### src/rtl/stage2_pool2d_stream.sv
// -----------------------------------------------------------------------------
// stage2_pool2d_stream
//   2x2, stride-2 pooling over a raster-ordered, multi-channel feature map.
//   One spatial point arrives per valid cycle with all CH channels side by
//   side. The block tracks its own row/column position and keeps a half-width
//   line buffer, so the upstream stage only has to stream points.
//   MODE 0 = signed max pooling, MODE 1 = average pooling (floor).
//
// Ports
//   clk           clock
//   reset_n       asynchronous active-low reset
//   i_clear       synchronous clear of position/pending state (beats i_in_valid)
//   i_in_valid    one input point present this cycle
//   i_in_fmap     CH*IBW input point, channel c at [c*IBW +: IBW], signed
//   o_ot_valid    single-cycle pulse, one pooled point present
//   o_ot_fmap     CH*IBW pooled point, same packing; held between pulses
//   o_frame_done  pulses with the last pooled point of a frame
// -----------------------------------------------------------------------------
module stage2_pool2d_stream #(
    parameter int CH    = 3,
    parameter int IBW   = 19,
    parameter int IMG_W = 8,
    parameter int IMG_H = 8,
    parameter int MODE  = 0
) (
    input  logic                clk,
    input  logic                reset_n,
    input  logic                i_clear,
    input  logic                i_in_valid,
    input  logic [CH*IBW-1:0]   i_in_fmap,
    output logic                o_ot_valid,
    output logic [CH*IBW-1:0]   o_ot_fmap,
    output logic                o_frame_done
);

    localparam int CW   = $clog2(IMG_W);
    localparam int RW   = $clog2(IMG_H);
    localparam int LB_D = IMG_W / 2;
    localparam int LIW  = (LB_D > 1) ? $clog2(LB_D) : 1;
    // Average mode needs two guard bits: a sum of four IBW-bit values.
    localparam int AW   = (MODE == 1) ? IBW + 2 : IBW;

    // Pairwise pooling operator in the widened accumulation domain.
    function automatic logic signed [AW-1:0] op(input logic signed [AW-1:0] a,
                                                input logic signed [AW-1:0] b);
        if (MODE == 1) op = a + b;
        else           op = (a > b) ? a : b;
    endfunction

    logic [CW-1:0]          col;
    logic [RW-1:0]          row;
    logic [LIW-1:0]         lb_idx;
    logic                   col_last;
    logic                   row_last;
    logic                   accept;

    logic signed [IBW-1:0]  hold    [CH];
    logic signed [AW-1:0]   linebuf [LB_D][CH];
    logic signed [IBW-1:0]  x       [CH];
    logic signed [AW-1:0]   pair    [CH];
    logic signed [AW-1:0]   quad    [CH];
    logic signed [IBW-1:0]  pooled  [CH];

    // A clear wins over a simultaneous input: that input is dropped entirely.
    assign accept   = i_in_valid && !i_clear;
    assign col_last = (col == CW'(IMG_W - 1));
    assign row_last = (row == RW'(IMG_H - 1));
    assign lb_idx   = LIW'(col >> 1);

    // NOTE: every always_comb output is written on every path (here each loop
    // iteration assigns all four arrays unconditionally), so no latch is inferred.
    always_comb begin
        for (int c = 0; c < CH; c++) begin
            x[c]    = i_in_fmap[c*IBW +: IBW];
            pair[c] = op(AW'(hold[c]), AW'(x[c]));
            quad[c] = op(linebuf[lb_idx][c], pair[c]);
            // Arithmetic shift gives floor division; the result always fits IBW.
            pooled[c] = (MODE == 1) ? IBW'(quad[c] >>> 2) : IBW'(quad[c]);
        end
    end

    // NOTE: sequential state uses non-blocking assignments only, so every
    // right-hand side sees the pre-edge value regardless of statement order.
    always_ff @(posedge clk or negedge reset_n) begin
        if (!reset_n) begin
            col          <= '0;
            row          <= '0;
            o_ot_valid   <= 1'b0;
            o_ot_fmap    <= '0;
            o_frame_done <= 1'b0;
            for (int c = 0; c < CH; c++) hold[c] <= '0;
        end else begin
            o_ot_valid   <= 1'b0;
            o_frame_done <= 1'b0;
            if (i_clear) begin
                col <= '0;
                row <= '0;
            end else if (i_in_valid) begin
                if (col_last) begin
                    col <= '0;
                    row <= row_last ? '0 : row + RW'(1);
                end else begin
                    col <= col + CW'(1);
                end

                if (!col[0]) begin
                    for (int c = 0; c < CH; c++) hold[c] <= x[c];
                end

                // Bottom-right corner of a 2x2 window completes one output.
                if (col[0] && row[0]) begin
                    o_ot_valid   <= 1'b1;
                    o_frame_done <= col_last && row_last;
                    for (int c = 0; c < CH; c++)
                        o_ot_fmap[c*IBW +: IBW] <= pooled[c];
                end
            end
        end
    end

    // NOTE: the line buffer is a plain memory with no reset; every entry is
    // written on an even row before any odd row reads it.
    always_ff @(posedge clk) begin
        if (accept && col[0] && !row[0]) begin
            for (int c = 0; c < CH; c++) linebuf[lb_idx][c] <= pair[c];
        end
    end

endmodule
### config.mk
export PLATFORM = sky130hd
export DESIGN_NAME = stage2_pool2d_stream
export DESIGN_NICKNAME = d
export VERILOG_FILES = /design/src/rtl/stage2_pool2d_stream.sv
export SDC_FILE = /design/constraint.sdc
export NUM_CORES = 1
export LEC_CHECK = 0
export ABC_AREA = 1
export CORE_AREA = 2 2 130 227
export CTS_CLUSTER_DIAMETER = 80
export DETAILED_ROUTE_END_ITERATION = 6
export DIE_AREA = 0 0 132 229
export PLACE_DENSITY = 0.92
export SYNTH_ARGS = -nofsm -noshare
export SYNTH_HDL_FRONTEND = slang
export SYNTH_SLANG_ARGS = --single-unit
### constraint.sdc
create_clock -name clk -period 9.05 [get_ports clk]
set_clock_uncertainty 0.05 [all_clocks]
set_input_delay 0.905 -clock clk [delete_from_list [all_inputs] [get_ports clk]]
set_output_delay 0.905 -clock clk [all_outputs]
set_load 0.02 [all_outputs]
==> impl_metrics.env <==
export IMPL_status="completed"
export IMPL_gp_congestion=0.9230
export IMPL_setup_violations=0
export IMPL_synth_edf_count=228
export IMPL_endpoint_kind="flip-flop"
export IMPL_dieArea_um2=30230
export IMPL_dr_pass1_iters=6
export IMPL_fin_ws_ns=3.066
export IMPL_drive_gt1_frac=0.06949
export IMPL_cts_clk_slew_worst_paths_ns=0.07
export IMPL_yosysTopAreaCell="edfxtp_1"
export IMPL_portBuffers=119
export IMPL_ys_top_cells_by_count="nand2_1 (574), edfxtp_1 (228), inv_1 (175), nor2_1 (158), dfrtp_1 (122)"
export IMPL_tns_ns=0
export IMPL_power_leakage_nw=9.158
export IMPL_antenna_cells=0
export IMPL_synth_area_leaders="edfxtp_1 (38%), dfrtp_1 (17%), nand2_1 (12%)"
export IMPL_setup_worst_path_start_class="input pin"
export IMPL_syn_num_nets=2048
export IMPL_drv_cap=0
export IMPL_cp_slowest_stage_delay_ns=0.76
export IMPL_antenna_left=0
export IMPL_antenna_found_initial=0
export IMPL_power_density_nw_per_um2=334.1
export IMPL_r2r_slack_ns=3.58
export IMPL_ys_async_sr_fraction=0.3486
export IMPL_start_util=0.6295
export IMPL_vias_per_cell=6.049
export IMPL_clk_latency_ns=0.59
export IMPL_wl_per_cell_um=19.27
export IMPL_worstSetupPathType="input pin to flip-flop"
export IMPL_cts_tree="done"
export IMPL_hold_path_class="input pin to asynchronous set/reset pin"
export IMPL_max_slew_margin=0.1513
export IMPL_worstReg2RegStart="hold[44]"
export IMPL_cts_setup_buffers=0
export IMPL_report_final_hold_viol_count=0
export IMPL_post_place_ws_ns=2.824
export IMPL_via_count=14300
export IMPL_worstPathMaxFanout=21
export IMPL_cts_made_buffers=31
export IMPL_holdWs_ns=0.3840
export IMPL_r2r_end="o_ot_fmap[11]"
export IMPL_max_vdd_ir_drop_v=0.0002518
export IMPL_overflow=0
export IMPL_finalMaxSlewViolations=0
export IMPL_nets=2141
export IMPL_yosysMostFrequentCell="nand2_1"
export IMPL_fp_row_count=82
export IMPL_cts_resized=0
export IMPL_grt_first_pass_wirelength_um=72980
export IMPL_hold_buffers=0
export IMPL_crit_arrival_ns=6.42
export IMPL_ys_ff_latch=350
export IMPL_avgSynthCellArea_um2=9.572
export IMPL_worstMarginPinSlew_ns=1.273
export IMPL_drtIter0Drc=1727
export IMPL_synth_ff_type="edfxtp_1"
export IMPL_chipHeight_um=229
export IMPL_placed_area_um2=19280
export IMPL_grt_use_total=0.3008
export IMPL_cts_htree_levels=1
export IMPL_rr_worst_depth=20
export IMPL_fmax_mhz=167.1
export IMPL_clockBufferDepth=3
export IMPL_synth_top_cell_area_share=0.3827
export IMPL_design_area_um2=20290
export IMPL_syn_inst=1869
export IMPL_area_delta_synth_final_pct=13.41
export IMPL_grt_max_degree=115
export IMPL_place_detailed_hpwl_um=29100
export IMPL_ios=120
export IMPL_required_ns=9.48
export IMPL_total_power_mw=6.779
export IMPL_cpMostUsedCell="nand2_1"
export IMPL_grt_pass1_vias=14430
export IMPL_syn_cell_area_um2=17890
export IMPL_cts_root_buffer="clkbuf_16"
export IMPL_coreArea_um2=28420
export IMPL_path_cells="clkdlybuf4s50_1 > inv_1 > ha_1 > nand4_1 > nor4_1 > nand3_1 > nand2_4 > nand2_1 > nand2_1 > inv_1 > ha_1 > nand2_1 > nor2_1 > a21boi_1 > nor2_1 > nand4_1 > nand3_1 > buf_4 > nor2_1 > nor2_1 > nand2_1 > nand2_1"
export IMPL_die_x_um=132
export IMPL_cts_sinks=350
export IMPL_synth_cell_types=30
export IMPL_ys_warn_count=0
export IMPL_fin_crit_ns=5.984
export IMPL_ys_seq_area_frac=0.5534
export IMPL_rsz0062_at_grt="no"
export IMPL_period_share=0.6612
export IMPL_wl_um=45560
export IMPL_drc_errors=0
export IMPL_cpMaxStageDelayCell="nand3_1"
how the worst max path moves through the flow:
| stage | startpoint | end | cells past startpoint |
|---|---|---|---|
| after floorplan | i_in_valid | linebuf[2][0] | 4 |
| after global placement | i_in_fmap[2] | o_ot_fmap[10] | 23 |
| after CTS | i_in_fmap[2] | o_ot_fmap[11] | 23 |
| final | i_in_fmap[2] | o_ot_fmap[11] | 22 |
| after global routing | i_in_fmap[2] | o_ot_fmap[11] | 22 |
| after detailed placement | i_in_fmap[2] | o_ot_fmap[11] | 23 |
per-stage QoR:
stage,util,instances
after floorplan,-,1869
after global placement,0.6783,2307
after detailed placement,0.6783,2307
after CTS,0.7139,2364
after global routing,0.7139,2364
final,0.7139,2364
registers in the layout (all words and copies together) (netlist names):
register / count
row: 3
linebuf: 228
o_frame_done: 1
col: 3
o_ot_fmap: 57
hold: 57
o_ot_valid: 1
worst max-delay path, delay by kind of cell:
kind	cells	cell delay, ns
fa+ha+maj	2	0.69
compound gates	1	0.22
buf+inv	4	1.12
simple gates	15	3.48
layer usage:
metal,track usage,share of wire,vias to the layer above
met5,0,0,-
met4,0.1800,0.062,0
met3,0.03564,0.075,231
met2,0.5236,0.51,846
met1,0.3567,0.36,6755
li1,-,-,6468
cell type report:
| type | count | area [um2] |
|---|---|---|
| Inverter | 177 | 664.4 |
| Clock inverter | 16 | 168.9 |
| Timing Repair Buffer | 135 | 1309 |
| Tap cell | 378 | 473.0 |
| Sequential cell | 350 | 9899 |
| Multi-Input combinational cell | 1267 | 6932 |
| Clock buffer | 41 | 843.3 |
| Fill cell | 1881 | 8130 |
cell usage in the layout, fill, tap and decap left out, drive strengths merged:
master / instances
bufinv: 3
nand2: 590
a22oi: 94
ha: 118
edfxtp: 228
o21ai: 67
inv: 178
a21o: 4
nand4: 15
and2: 6
clkdlybuf4s50: 118
nor3: 9
nor4: 4
nand3: 155
a21oi: 41
a21boi: 2
clkinvlp: 3
nor2: 160
buf: 17
clkinv: 9
nand3b: 2
dfrtp: 122
clkbuf: 41
power by group:
group / leakage (nW) / internal [mW] / total, mW / switching [mW]
combinational: 4.99 / 0.984 / 3.17 / 2.19
sequential: 3.68 / 2.13 / 2.27 / 0.143
clock: 0.489 / 0.742 / 1.34 / 0.594
total: 9.16 / 3.85 / 6.78 / 2.93
kinds of logic (layout without fill, tap and decap cells):
| kind of cell | Yosys count | count (layout) | synth area share |
|---|---|---|---|
| AO/OA/AOI/OAI | 208 | 208 | 0.07218 |
| adder cells (fa/ha/maj) | 118 | 118 | 0.08253 |
| buffers and inverters | 252 | 369 | 0.06281 |
| flip-flops | 350 | 350 | 0.5534 |
| AND/OR/NAND/NOR | 941 | 941 | 0.2291 |
No activity file was read; power rests on OpenSTA's default activity.
==> RTL edit, RTL diff (config.mk and constraints unchanged) <==
Make the reset (`reset_n`) synchronous in one clocked block. Comments in the files are not updated.
--- a/src/rtl/stage2_pool2d_stream.sv
+++ b/src/rtl/stage2_pool2d_stream.sv
@@ -81,7 +81,7 @@
 
     // NOTE: sequential state uses non-blocking assignments only, so every
     // right-hand side sees the pre-edge value regardless of statement order.
-    always_ff @(posedge clk or negedge reset_n) begin
+    always_ff @(posedge clk) begin
         if (!reset_n) begin
             col          <= '0;
             row          <= '0;
Function: no difference found for any inputs over 4 cycles, from zero or initial values and one cycle with reset_n low; that may be too few to reach the edited logic, so the function may still have changed.
==> RTL edit against the unedited design <==
The flow now finishes with violations (DRC). Synthesized area increased by 0.23%. Routed wire length rose by 2.5%. Final area rose by 0.27%. Sequential cell count increased by 2. Cell count rose by 3.2%. Setup slack got worse by 160 ps. Critical path type unchanged. Highest routed layer unchanged.
Power is not compared: it rests on default switching activity, and its combinational part moved more than twofold at a synthesized area within 25%.
==> RTL edit: results (changes against the unedited design) <==
stage	metric	value	unit	change
setup_path	RR Startpoint	hold[0][52]$_SDFFCE_PN0P_		was hold[44]$_DFFE_PN0P_
drt	DR pass1 iterations	7		was 6
clocking	CTS buffer count	34		was 31
setup_path	Worst path top cell family by delay	simple AND/OR/NAND/NOR gates		unchanged
clocking	worst skew pair latency	540	ps	was 590 ps
setup_path	Worst EP arrival	6550	ps	was 6420 ps
cells_and_area	top flop regs	linebuf (228), hold (57), o_ot_fmap (57)		unchanged
clocking	hold buffer count at cts	0		unchanged
pwr	Lkg Pwr	8.56	nW	
hold_path	Hold WC Path Type	reg -> reg		was in -> async
clocking	clock-pin slew on the worst setup and hold paths	60	ps	
logic_synthesis	Synth area leaders	edfxtp_1 48%, nand2_1 9.8%, ha_1 8.2%		was edfxtp_1 38%, dfrtp_1 17%, nand2_1 12%
logic_synthesis	count of cell types in the netlist	34		was 30
logic_synthesis	Syn Nets	2134		was 2,048
drt	drt total wl	46700	um	was 45,600 um
cells_and_area	share of cells above drive strength 1	0.0461		was 0.0695
global_routing	first-pass GRT wire length	73600	um	was 73,000 um
logic_synthesis	Synth Warn #	0		unchanged
setup_path	CP Launch Point	i_in_fmap[52]		was i_in_fmap[2]
clocking	post-CTS resize count	0		unchanged
hold_path	critical hold path startpoint	o_ot_fmap[45]$_SDFFE_PN0P_		
clocking	H-Tree Depth	2		was 1
logic_synthesis	Post-synth EDFFs	285		was 228
global_routing	Tot GR Track Use	0.306		was 0.301
clocking	clock buffer depth	3		unchanged
global_routing	largest net degree at the start of global routing	93		was 115
setup_path	crit path kind	in -> reg		unchanged
cells_and_area	diodes inserted	0		unchanged
placement	gp weighted congestion	0.906		was 0.923
logic_synthesis	sequential element share of the synthesized area	0.552		was 0.553
global_routing	vias in the first global route	15000		was 14,400
logic_synthesis	Post-synth ARST share	0		was 0.349
clocking	Setup Buffers After CTS	0		unchanged
setup_path	Worst path slowest cell	nand4_1		was nand3_1
logic_synthesis	synth cell count leaders	468 x nand2_1, 285 x edfxtp_1, 246 x nor2_1		was 574 x nand2_1, 228 x edfxtp_1, 175 x inv_1
status	outcome	finished, violations left		was finished, final reports clean
status	failing checks	DRC		
placement	DPL Wire Length	29700	um	was 29,100 um
cells_and_area	# fillers	1930		was 1,881
placement	DP Area	19300	um2	about the same
pwr	VDD IR-drop max	157	uV	
drt	initial DRC count	1357		was 1,727
setup_path	Worst Path Max Fanout	30		was 21
global_routing	initial antenna violation count	0		unchanged
clocking	root buf cell	clkbuf_16		unchanged
setup_path	CP peak stage delay	840	ps	was 760 ps
sta	Slew @ Worst Pin	1030	ps	was 1270 ps
drt	Remaining DRCs	16		was 0
placement	PortBufs	119		unchanged
placement	DP Worst Slack	2590	ps	was 2820 ps
drt	Via density	6.11		was 6.05
cells_and_area	nets	2216		was 2,141
RTL edit: cell types whose count changed after synthesis, sizes merged, moves of 36 or more:
| cell | before | now |
|---|---|---|
| edfxtp | 228 | 285 |
| nor2 | 160 | 249 |
| nand2 | 590 | 476 |
| a22oi | 94 | 0 |
| dfrtp | 122 | 0 |
| dfxtp | 0 | 67 |
| o22ai | 0 | 36 |
| inv | 175 | 213 |
| a21oi | 41 | 117 |
RTL edit: worst register-to-register path: stages (launching register included):
cell	delay [ps]
edfxtp_1	400
ha_1	320
nand2_1	130
nor4_1	330
nand4_1	840
nand2_2	800
nand2_1	150
nand2_1	220
inv_1	90
ha_1	300
nand2_1	80
o21ai_0	340
nand3_1	170
nand3_1	120
nand2_1	50
nand3_1	270
buf_4	410
nor2_1	100
nor2_1	120
nand2_1	110
a21oi_1	130
RTL edit: worst paths after layout:
path                                      to  slack (ps)  cells after the start
setup / recovery  o_ot_fmap[55]$_SDFFE_PN0P_        2910                     22
hold / removal    o_ot_fmap[45]$_SDFFE_PN0P_         410                      2
setup reg to reg  o_ot_fmap[55]$_SDFFE_PN0P_        3440                     20
hold reg to reg   o_ot_fmap[45]$_SDFFE_PN0P_         410                      2
RTL edit: layer usage:
metal  track usage  vias to the layer above  routed length (um)
li1              -                     6761                   -
met5             0                        -                   0
met2         0.550                      872               24500
met1         0.324                     7016               15400
met3        0.0409                      264                3280
met4         0.228                        0                3550
RTL edit: through the flow:
stage / power (mW) / instances / hold slack (ps)
after floorplan: 2.35 / 1955 / 409
after global placement: 2.46 / 2379 / 403
after detailed placement: 2.51 / 2379 / 406
after CTS: 3.88 / 2440 / 415
after global routing: 4.03 / 2440 / 440
final: 3.90 / 2440 / 414
RTL edit: cell type report:
class / instances / area, um2 / area share
sequential: 352 / 9900 / 0.487
multi-input combinational: 1298 / 6770 / 0.333
inverter: 217 / 815 / 0.0400
clock buffer: 51 / 1020 / 0.0501
clock inverter: 10 / 58.8 / 0.00289
tap: 378 / 473 / 0.0232
timing repair buffer: 134 / 1300 / 0.0641
RTL edit: logic make-up (layout without fill, tap and decap cells):
| family | Yosys count | in the layout | share of synthesized area |
|---|---|---|---|
| simple gates | 909 | 909 | 0.207 |
| compound gates | 271 | 271 | 0.0860 |
| buf+inv | 305 | 412 | 0.0728 |
| flops | 352 | 352 | 0.552 |
| fa+ha+maj | 118 | 118 | 0.0823 |
RTL edit: where the power goes:
part           total [mW]  internal, mW  switching [mW]
Clock                1.39         0.783           0.608
Sequential           1.83          1.81          0.0146
Combinational       0.680         0.208           0.473
